**src/rtl/dmem_arbiter.sv**
```systemverilog
// ============================================================================
// dmem_arbiter
//
// Two-port arbiter and access sequencer for a byte-addressed, word-wide data
// memory.  Port 0 serves the pipeline MEM stage, port 1 the loader/debug
// requester.  The memory only writes whole words, so byte and halfword stores
// are performed as a read (ACCESS) followed by a merged write (MERGE).
// Misaligned or out-of-range requests are rejected without touching memory.
//
// Handshake (both ports): a requester raises pN_req with we/size/addr/wdata
// and holds them stable until pN_ack.  pN_ack is a one-cycle pulse; pN_err
// and pN_rdata are valid in that same cycle, and pN_rdata holds its value
// until the next pN_ack of that port.  A req still high in the cycle after
// ack is a new request.  Fields are latched at grant, so later changes are
// ignored.
//
// Ports:
//   clk, rst_n         clock; synchronous active-low reset
//   pN_req/we/size     request, write(1)/read(0), size 00 byte 01 half 10 word
//   pN_addr, pN_wdata  byte address, store data (low bits for byte/half)
//   pN_ack, pN_err     completion pulse, error flag valid with ack
//   pN_rdata           registered load data (0 after a write or an error)
//   mem_ce, mem_we     memory chip enable / write enable
//   mem_addr           word-aligned memory byte address
//   mem_wdata          memory write word
//   mem_rdata          memory read word, combinational from mem_addr
//   dbg_state_o        current sequencer state (IDLE=0 ACCESS=1 MERGE=2 DONE=3)
// ============================================================================
module dmem_arbiter #(
   parameter int unsigned MEM_BYTES = 1024,
   parameter int unsigned ADDR_W    = 32
) (
   input  logic              clk,
   input  logic              rst_n,
   // port 0
   input  logic              p0_req,
   input  logic              p0_we,
   input  logic [1:0]        p0_size,
   input  logic [ADDR_W-1:0] p0_addr,
   input  logic [31:0]       p0_wdata,
   output logic              p0_ack,
   output logic              p0_err,
   output logic [31:0]       p0_rdata,
   // port 1
   input  logic              p1_req,
   input  logic              p1_we,
   input  logic [1:0]        p1_size,
   input  logic [ADDR_W-1:0] p1_addr,
   input  logic [31:0]       p1_wdata,
   output logic              p1_ack,
   output logic              p1_err,
   output logic [31:0]       p1_rdata,
   // memory
   output logic              mem_ce,
   output logic              mem_we,
   output logic [ADDR_W-1:0] mem_addr,
   output logic [31:0]       mem_wdata,
   input  logic [31:0]       mem_rdata,
   // debug
   output logic [1:0]        dbg_state_o
);

   localparam int unsigned AW1 = ADDR_W + 1;

   typedef enum logic [1:0] {
      S_IDLE   = 2'd0,
      S_ACCESS = 2'd1,
      S_MERGE  = 2'd2,
      S_DONE   = 2'd3
   } state_e;

   state_e              state_q, state_d;
   logic                rr_last_q, rr_last_d;
   logic                port_q, port_d;
   logic                we_q, we_d;
   logic [1:0]          size_q, size_d;
   logic [ADDR_W-1:0]   addr_q, addr_d;
   logic [31:0]         wdata_q, wdata_d;
   logic                err_q, err_d;
   logic [31:0]         old_word_q, old_word_d;
   logic [31:0]         p0_rdata_q, p0_rdata_d;
   logic [31:0]         p1_rdata_q, p1_rdata_d;

   // Selected request in IDLE
   logic                grant_p1;
   logic                sel_we;
   logic [1:0]          sel_size;
   logic [ADDR_W-1:0]   sel_addr;
   logic [31:0]         sel_wdata;
   logic                sel_illegal;

   // Datapath helpers
   logic [4:0]          lane_shift;
   logic [31:0]         rd_shifted;
   logic [31:0]         rd_extract;
   logic [31:0]         lane_mask;
   logic [31:0]         merged_word;
   logic                mem_we_raw;

   // -------------------------------------------------------------------------
   // Legality: bad size, misalignment, or any byte beyond the memory end.
   // The end address is formed one bit wider so it cannot wrap.
   // -------------------------------------------------------------------------
   function automatic logic is_illegal(input logic [1:0] size,
                                       input logic [ADDR_W-1:0] addr);
      logic [AW1-1:0] end_addr;
      logic [AW1-1:0] nbytes;
      logic           bad;
      case (size)
         2'b00:   nbytes = AW1'(1);
         2'b01:   nbytes = AW1'(2);
         default: nbytes = AW1'(4);
      endcase
      end_addr = {1'b0, addr} + nbytes;
      bad = 1'b0;
      if (size == 2'b11)                       bad = 1'b1;
      if (size == 2'b01 && addr[0])            bad = 1'b1;
      if (size == 2'b10 && addr[1:0] != 2'b00) bad = 1'b1;
      if (end_addr > AW1'(MEM_BYTES))          bad = 1'b1;
      return bad;
   endfunction

   // -------------------------------------------------------------------------
   // Arbitration: a lone requester wins; on contention the port that did not
   // win last time wins.
   // -------------------------------------------------------------------------
   always_comb begin
      grant_p1    = p1_req && (!p0_req || !rr_last_q);
      sel_we      = grant_p1 ? p1_we    : p0_we;
      sel_size    = grant_p1 ? p1_size  : p0_size;
      sel_addr    = grant_p1 ? p1_addr  : p0_addr;
      sel_wdata   = grant_p1 ? p1_wdata : p0_wdata;
      sel_illegal = is_illegal(sel_size, sel_addr);
   end

   // -------------------------------------------------------------------------
   // Byte-lane datapath, driven from the latched request.
   // -------------------------------------------------------------------------
   always_comb begin
      lane_shift = {addr_q[1:0], 3'b000};
      rd_shifted = mem_rdata >> lane_shift;
      case (size_q)
         2'b00:   rd_extract = {24'h0, rd_shifted[7:0]};
         2'b01:   rd_extract = {16'h0, rd_shifted[15:0]};
         default: rd_extract = rd_shifted;
      endcase
      lane_mask   = (size_q == 2'b00) ? 32'h0000_00FF : 32'h0000_FFFF;
      merged_word = (old_word_q & ~(lane_mask << lane_shift))
                  | ((wdata_q & lane_mask) << lane_shift);
   end

   // -------------------------------------------------------------------------
   // Next-state and memory outputs.  Load data is written into the winning
   // port's rdata register on the edge that enters DONE, so it is already
   // valid while ack is high.
   // -------------------------------------------------------------------------
   always_comb begin
      state_d    = state_q;
      rr_last_d  = rr_last_q;
      port_d     = port_q;
      we_d       = we_q;
      size_d     = size_q;
      addr_d     = addr_q;
      wdata_d    = wdata_q;
      err_d      = err_q;
      old_word_d = old_word_q;
      p0_rdata_d = p0_rdata_q;
      p1_rdata_d = p1_rdata_q;
      mem_ce     = 1'b0;
      mem_we_raw = 1'b0;
      mem_addr   = '0;
      mem_wdata  = 32'h0;

      case (state_q)
         S_IDLE: begin
            if (p0_req || p1_req) begin
               rr_last_d = grant_p1;
               port_d    = grant_p1;
               we_d      = sel_we;
               size_d    = sel_size;
               addr_d    = sel_addr;
               wdata_d   = sel_wdata;
               if (sel_illegal) begin
                  err_d = 1'b1;
                  if (grant_p1) p1_rdata_d = 32'h0;
                  else          p0_rdata_d = 32'h0;
                  state_d = S_DONE;
               end else begin
                  err_d   = 1'b0;
                  state_d = S_ACCESS;
               end
            end
         end

         S_ACCESS: begin
            mem_ce   = 1'b1;
            mem_addr = {addr_q[ADDR_W-1:2], 2'b00};
            if (!we_q) begin
               if (port_q) p1_rdata_d = rd_extract;
               else        p0_rdata_d = rd_extract;
               state_d = S_DONE;
            end else if (size_q == 2'b10) begin
               mem_we_raw = 1'b1;
               mem_wdata  = wdata_q;
               if (port_q) p1_rdata_d = 32'h0;
               else        p0_rdata_d = 32'h0;
               state_d = S_DONE;
            end else begin
               // Sub-word store: fetch the surrounding word first.
               old_word_d = mem_rdata;
               state_d    = S_MERGE;
            end
         end

         S_MERGE: begin
            mem_ce     = 1'b1;
            mem_we_raw = 1'b1;
            mem_addr   = {addr_q[ADDR_W-1:2], 2'b00};
            mem_wdata  = merged_word;
            if (port_q) p1_rdata_d = 32'h0;
            else        p0_rdata_d = 32'h0;
            state_d = S_DONE;
         end

         S_DONE: begin
            state_d = S_IDLE;
         end

         default: begin
            state_d = S_IDLE;
         end
      endcase
   end

   // Gating with rst_n guarantees that a reset edge landing on a write cycle
   // leaves the memory untouched.
   assign mem_we = mem_we_raw & rst_n;

   // -------------------------------------------------------------------------
   // Port outputs
   // -------------------------------------------------------------------------
   assign p0_ack      = (state_q == S_DONE) && !port_q;
   assign p1_ack      = (state_q == S_DONE) &&  port_q;
   assign p0_err      = p0_ack && err_q;
   assign p1_err      = p1_ack && err_q;
   assign p0_rdata    = p0_rdata_q;
   assign p1_rdata    = p1_rdata_q;
   assign dbg_state_o = state_q;

   // -------------------------------------------------------------------------
   // State registers.  rr_last resets to 1 so port 0 wins the first contest.
   // -------------------------------------------------------------------------
   always_ff @(posedge clk) begin
      if (!rst_n) begin
         state_q    <= S_IDLE;
         rr_last_q  <= 1'b1;
         port_q     <= 1'b0;
         we_q       <= 1'b0;
         size_q     <= 2'b00;
         addr_q     <= '0;
         wdata_q    <= 32'h0;
         err_q      <= 1'b0;
         old_word_q <= 32'h0;
         p0_rdata_q <= 32'h0;
         p1_rdata_q <= 32'h0;
      end else begin
         state_q    <= state_d;
         rr_last_q  <= rr_last_d;
         port_q     <= port_d;
         we_q       <= we_d;
         size_q     <= size_d;
         addr_q     <= addr_d;
         wdata_q    <= wdata_d;
         err_q      <= err_d;
         old_word_q <= old_word_d;
         p0_rdata_q <= p0_rdata_d;
         p1_rdata_q <= p1_rdata_d;
      end
   end

endmodule
```
**config.mk**
```make
export PLATFORM = sky130hd
export DESIGN_NAME = dmem_arbiter
export DESIGN_NICKNAME = d
export VERILOG_FILES = /design/src/rtl/dmem_arbiter.sv
export SDC_FILE = /design/constraint.sdc
export NUM_CORES = 1
export LEC_CHECK = 0
export BUFFER_PORTS_ARGS = -buffer_cell sky130_fd_sc_hd__buf_2
export CAP_MARGIN = 20
export CORE_AREA = 2 2 155 127
export CTS_BUF_LIST = sky130_fd_sc_hd__clkbuf_8
export DETAILED_ROUTE_END_ITERATION = 12
export DIE_AREA = 0 0 157 129
export HOLD_SLACK_MARGIN = 0.1
export PLACE_DENSITY = 0.83
export REMOVE_ABC_BUFFERS = 1
export SETUP_SLACK_MARGIN = 0.1
export SLEW_MARGIN = 20
export SYNTH_ARGS = -nofsm -noshare
export SYNTH_HDL_FRONTEND = slang
export SYNTH_SLANG_ARGS = --single-unit
```
**constraint.sdc**
```tcl
create_clock -name clk -period 4.9 [get_ports clk]
set_input_delay 0.245 -clock clk [delete_from_list [all_inputs] [get_ports clk]]
set_output_delay 0.245 -clock clk [all_outputs]
set_load 0.1 [all_outputs]
```
Word level (Yosys, flattened, before mapping)
Cells that the tools add are included.

Register bits: 168. Input port bits: 170. Output and inout port bits: 136. Logic and storage cells: 100.

$add $sub $neg: 1. Order comparisons: 1. Eq/ne operators: 15. Shift operators: 3. Multiplexer cells: 41. Bitwise logic cells: 6. Reduce and logical (&&, ||, !) cells: 22.

Operators by type and width (number): $mux 32 (19); $pmux 32 s3 (2); $pmux 32 s2 (2); $add 32x33->33 (1); $gt 33x11->1 const B (1); $and 32x16->32 (1); $and 32x32->32 (1); $not 32->32 (1); $or 32x32->32 (1); $shl 16x5->32 (1); $shl 32x5->32 (1); $shr 32x5->32 (1); $mux 16 (1); $reduce_and 6->1 (2); $mux 1 (11); $eq 2x2->1 const B (5); $ne 3x3->1 const B (3); $ne 2x2->1 const B (4); $pmux 2 s4 (1); $logic_and 1x1->1 (7); $eq 2x1->1 const B (3); $logic_not 2->1 (3); $mux 2 (3); $pmux 3 s2 (1); other kinds (10) (13).

Longest topological paths before layout
Word-level depth: 12. Depth in mapped cells: 20. Mapped depth without buffers: 15.

Least setup slack after synthesis
No wires, ideal clock.

Path type: register to output. From: reg state_q[1], in the netlist dbg_state_o[1]. To: out mem_wdata[18]. Arrival: 4229 ps. Data required time: 4655 ps. Path slack: 426 ps. Stages on the path, launching flop included: 7. Buffers on the path: 2. Cell sequence: dfxtp_1 inv_1 ha_1 clkbuf_1 clkinv_1 clkbuf_1 a21oi_1.

Longest elaborated chain between the ends: 2.

RTL lines: start: declaration (line 72) `state_e state_q, state_d;`; start signal: assignment (line 267) `state_q <= state_d;`; $eq 2x2->1 / $eq 2x1->1 (equally long branches) (line 174) `case (state_q)`; $pmux 32 s2 * (line 174); end: declaration (line 57) `output logic [31:0] mem_wdata,`.

Mark *: on every way between the ends. The rest lies on a longest branch, timed or not.

Worst setup path after layout
From: reg rr_last_q. To: reg p1_rdata_q[5], in the netlist p1_rdata[5].

Longest elaborated chain between the ends: 11.

RTL lines: start: declaration (line 73) `logic rr_last_q, rr_last_d;`; start signal: assignment (line 268) `rr_last_q <= rr_last_d;`; $logic_not 1->1 * (line 128) `grant_p1 = p1_req && (!p0_req || !rr_last_q);`; $logic_or 1x1->1 * (line 128); $logic_and 1x1->1 * (line 128); $mux 2 * (line 130) `sel_size = grant_p1 ? p1_size : p0_size;`; named net sel_size[1] (line 87) `logic [1:0] sel_size;`; $eq 2x1->1, or another cell as far along (line 109, 117); $pmux 3 s2, or another cell as far along (line 109) `case (size)`; $add 32x33->33 / $mux 1 (equally long branches) (line 114, 117); $gt 33x11->1 / $mux 1 (equally long branches) (line 119, 118); $mux 1 * (line 119) `if (end_addr > AW1'(MEM_BYTES)) bad = 1'b1;`; $ne 2x2->1 (no source line) *; $reduce_and 6->1 (no source line) *; end signal: assignment (line 277) `p1_rdata_q <= p1_rdata_d;`; end: declaration (line 82) `logic [31:0] p1_rdata_q, p1_rdata_d;`.

The timed path passes the listed nets; every way through them passes the cells marked *. A chain may end at the register's enable or synchronous reset.

==> metrics <==
Area Growth Syn to Fin 33.4%; Design Power 6710 uW; Starting Density 0.524; switching part of the total 0.543; Place WS 0.398 ns; Fin. Hold Viols 0; global-route wire length before repair 56.1 mm; post-synthesis cell count 1,262; hold worst-path end rr_last_q; HP Start rst_n; relative slew slack 0.305; Die Y 129 um; final worst slack 0.236 ns; via count 11.5k; part of the power in registers 0.280; Clock Sinks 168; wire length per cell 19.3 um; drt pass-1 iters 7; slowest CP cell o21ai_2; I/O pins 306; CP Launch Type flop; Final #Nets 1,808; RSZ-0062 raised after global routing true; pin count of the biggest net entering global routing 106; CTS tree built; # DRC 0; CP Max Fanout 27; ys async rst share 0; Critical Path AT 5.04 ns; Main synth FF type dfxtp_1; Leakage Power 0.00554 uW; FF+latch area 3370 um^2; FP Rows 45; Synth area leaders dfxtp_1 (34%), nand2_1 (9.5%), nor2_1 (5.1%); commonest cells in the synthesized netlist nand2_1 (246), dfxtp_1 (168), nor2_1 (132); Mean Syn Cell Area 7.73 um^2; pwr dens 515 nW/um^2; most common cell in the netlist nand2_1; Logic pwr share 0.569; WL met2 16.6 mm; FF-to-FF path depth 15; fraction of layout cells with a size suffix above 1 0.251; Max-Cap Viols 0; antenna viol nets, final 0; clock network power share 0.151; Worst EP required 5.28 ns; post-synthesis cell area 9760 um^2; multi-input gate area in the final layout 5920 um^2; sequential area share after synthesis 0.345; post-DP HPWL 24.5 mm; WL met3 3.42 mm; EDFF count, synth 0; vias in the first global route 10.8k; hold depth 2; die width 157 um; Top Metal Used met4; final WL 36.7 mm; post-layout minimum cycle time 4.66 ns; clock root buffer clkbuf_8; final setup vio count 0; Fillers 1,485; area share of the largest cell type after synthesis 0.345; H-tree depth 4; cell area after layout 13,000 um^2; critical-path cell list a21bo_4, mux2_2, nor2_1, ha_1, fa_1, a21o_1, o2111ai_2, or3_1, and3b_1, o22ai_2, nor3_4, o21ai_2, a31oi_4, buf_4, a2bb2o_1; FMAX 0.214 GHz; Core ar. 18,600 um^2; sw power 3650 uW; All-Layer GR Usage 0.352; RD Place Congestion 0.938; CTS buffer count 17; post-synth cell types 81; Ys Warns 0; Hold Crit Class in2reg; Yosys top cell by area dfxtp_1; Worst R2R Start rr_last_q; Area after DPL 11,400 um^2; # diodes 0; Final period util 0.952; P_int 3060 uW; Worst Skew 0.0206 ns; maximum vdd drop 0.000552 V; Crit path buffers/inverters 1; clock latency on the worst-skew pair 0.48 ns; status finished, final reports clean; Slew Limit Fails 0; GRT overflow 0; DRT met1 WL 15.3 mm; Max Buffers Root-to-Sink 2; Die Area 20,300 um^2; register bit total from synthesis 168; CP Capture Type flop; Worst-path clk slew 0.11 ns; FF-to-FF setup slack 0.24 ns; Top Family by Delay on Critical Path compound AO/OA/AOI/OAI gates; Slowest Stage Delay on Critical Path 0.51 ns; initial DRC count 1,142; via-per-instance ratio 6.06; FF-to-FF End p1_rdata[5]; # port buffers 303; initial antenna violation count 0; Worst-Margin Slew 1.03 ns; CP Class reg2reg
## cell usage in the layout (no fill, tap or decap), drive strengths merged, types with 5 or more instances in the layout
master	Yosys	routed
o211ai	11	11
and2	34	34
a31oi	7	7
a311oi	45	45
nand2b	7	7
clkbuf	65	17
dlygate4sd3	0	124
clkinv	1	8
a2111oi	6	6
buf	33	322
and4	5	5
a21o	9	9
or3	10	10
nor2	132	132
o221ai	9	9
ha	7	7
o221a	8	8
nor4	6	6
a211oi	22	22
mux2	17	17
nand2	246	246
dfxtp	168	168
nor2b	16	16
and3	7	7
o2bb2ai	43	43
nand3	35	35
a2bb2o	8	8
a22oi	17	17
mux2i	33	33
a22o	5	5
o22ai	5	5
xnor2	7	7
o21ai	54	54
a21oi	80	80
inv	17	22
nor3	33	33
nand4	14	14
## metal layers
metal / vias up / track usage
met2: 716 / 0.566
li1: 5287 / -
met4: 0 / 0.151
met3: 121 / 0.0694
met5: - / 0
met1: 5387 / 0.463
## worst max path at each step
stage,depth (start not counted),slack [ns],end,from
final,15,0.24,p1_rdata[5],rr_last_q
after detailed placement,16,0.40,p1_rdata[5],p0_req
after floorplan,14,-4.35,p1_rdata[5],rr_last_q
after global placement,16,0.58,p1_rdata[5],p1_req
after global routing,15,0.08,p1_rdata[5],rr_last_q
after CTS,15,0.35,p1_rdata[5],rr_last_q
## repair_timing
item                       in CTS  in global routing
hold endpoints to repair       89                  0
setup endpoints to repair       0                  9
gates resized for setup         0                  1
hold buffers                  124                  0
buffers inserted                0                  0
## worst reg2reg max path: stages, from the launching register on
cell and delay, ns:
dfxtp_1 0.43, a21bo_4 0.26, mux2_2 0.41, nor2_1 0.15, ha_1 0.24, fa_1 0.25
a21o_1 0.24, o2111ai_2 0.32, or3_1 0.50, and3b_1 0.21, o22ai_2 0.22, nor3_4 0.10
o21ai_2 0.51, a31oi_4 0.14, buf_4 0.27, a2bb2o_1 0.31
## power groups by stage
stage          Combinational [uW]  Clock [uW]  Sequential (uW)
2_1_floorplan                2480           0             2040
3_3_place_gp                 3410           0             1880
3_5_place_dp                 3490           0             1890
4_1_cts                      3730        1030             1860
5_1_grt                      4060        1070             1900
6_report                     3820        1010             1880
## cell families after synthesis
family	after synthesis	synth area share
simple gates	557	0.259
mux	50	0.0551
xor+xnor	11	0.00987
flops	168	0.345
other cells	1	0.000384
buf+inv	116	0.0520
fa+ha+maj	8	0.0110
compound gates	351	0.268
## area by class of cell
cell class / count / share of cell area
clock buffer: 17 / 0.0180
inverter: 18 / 0.00529
clock inverter: 15 / 0.0138
sequential: 168 / 0.259
timing repair buffer: 446 / 0.224
multi-input combinational: 979 / 0.455
tap: 258 / 0.0248
## stage by stage
| stage | setup TNS [ns] | hold slack, ns | util | instances |
|---|---|---|---|---|
| final | 0 | 0.126 | 0.698 | 1901 |
| after global routing | 0 | 0.122 | 0.698 | 1901 |
| after CTS | 0 | 0.101 | 0.698 | 1900 |
| after detailed placement | 0 | 0.445 | 0.609 | 1744 |
| after global placement | 0 | 0.439 | 0.608 | 1743 |
| after floorplan | -370.87 | 0.321 | - | 1165 |
## flip-flops by register name, indices dropped and copies added, names as in the netlist, 2 cells and up
register,flops
p0_rdata,32
dbg_state_o,2
wdata_q,32
p1_rdata,32
size_q,2
addr_q,32
old_word_q,32
Note: power is estimated with default switching activity, not from simulation.
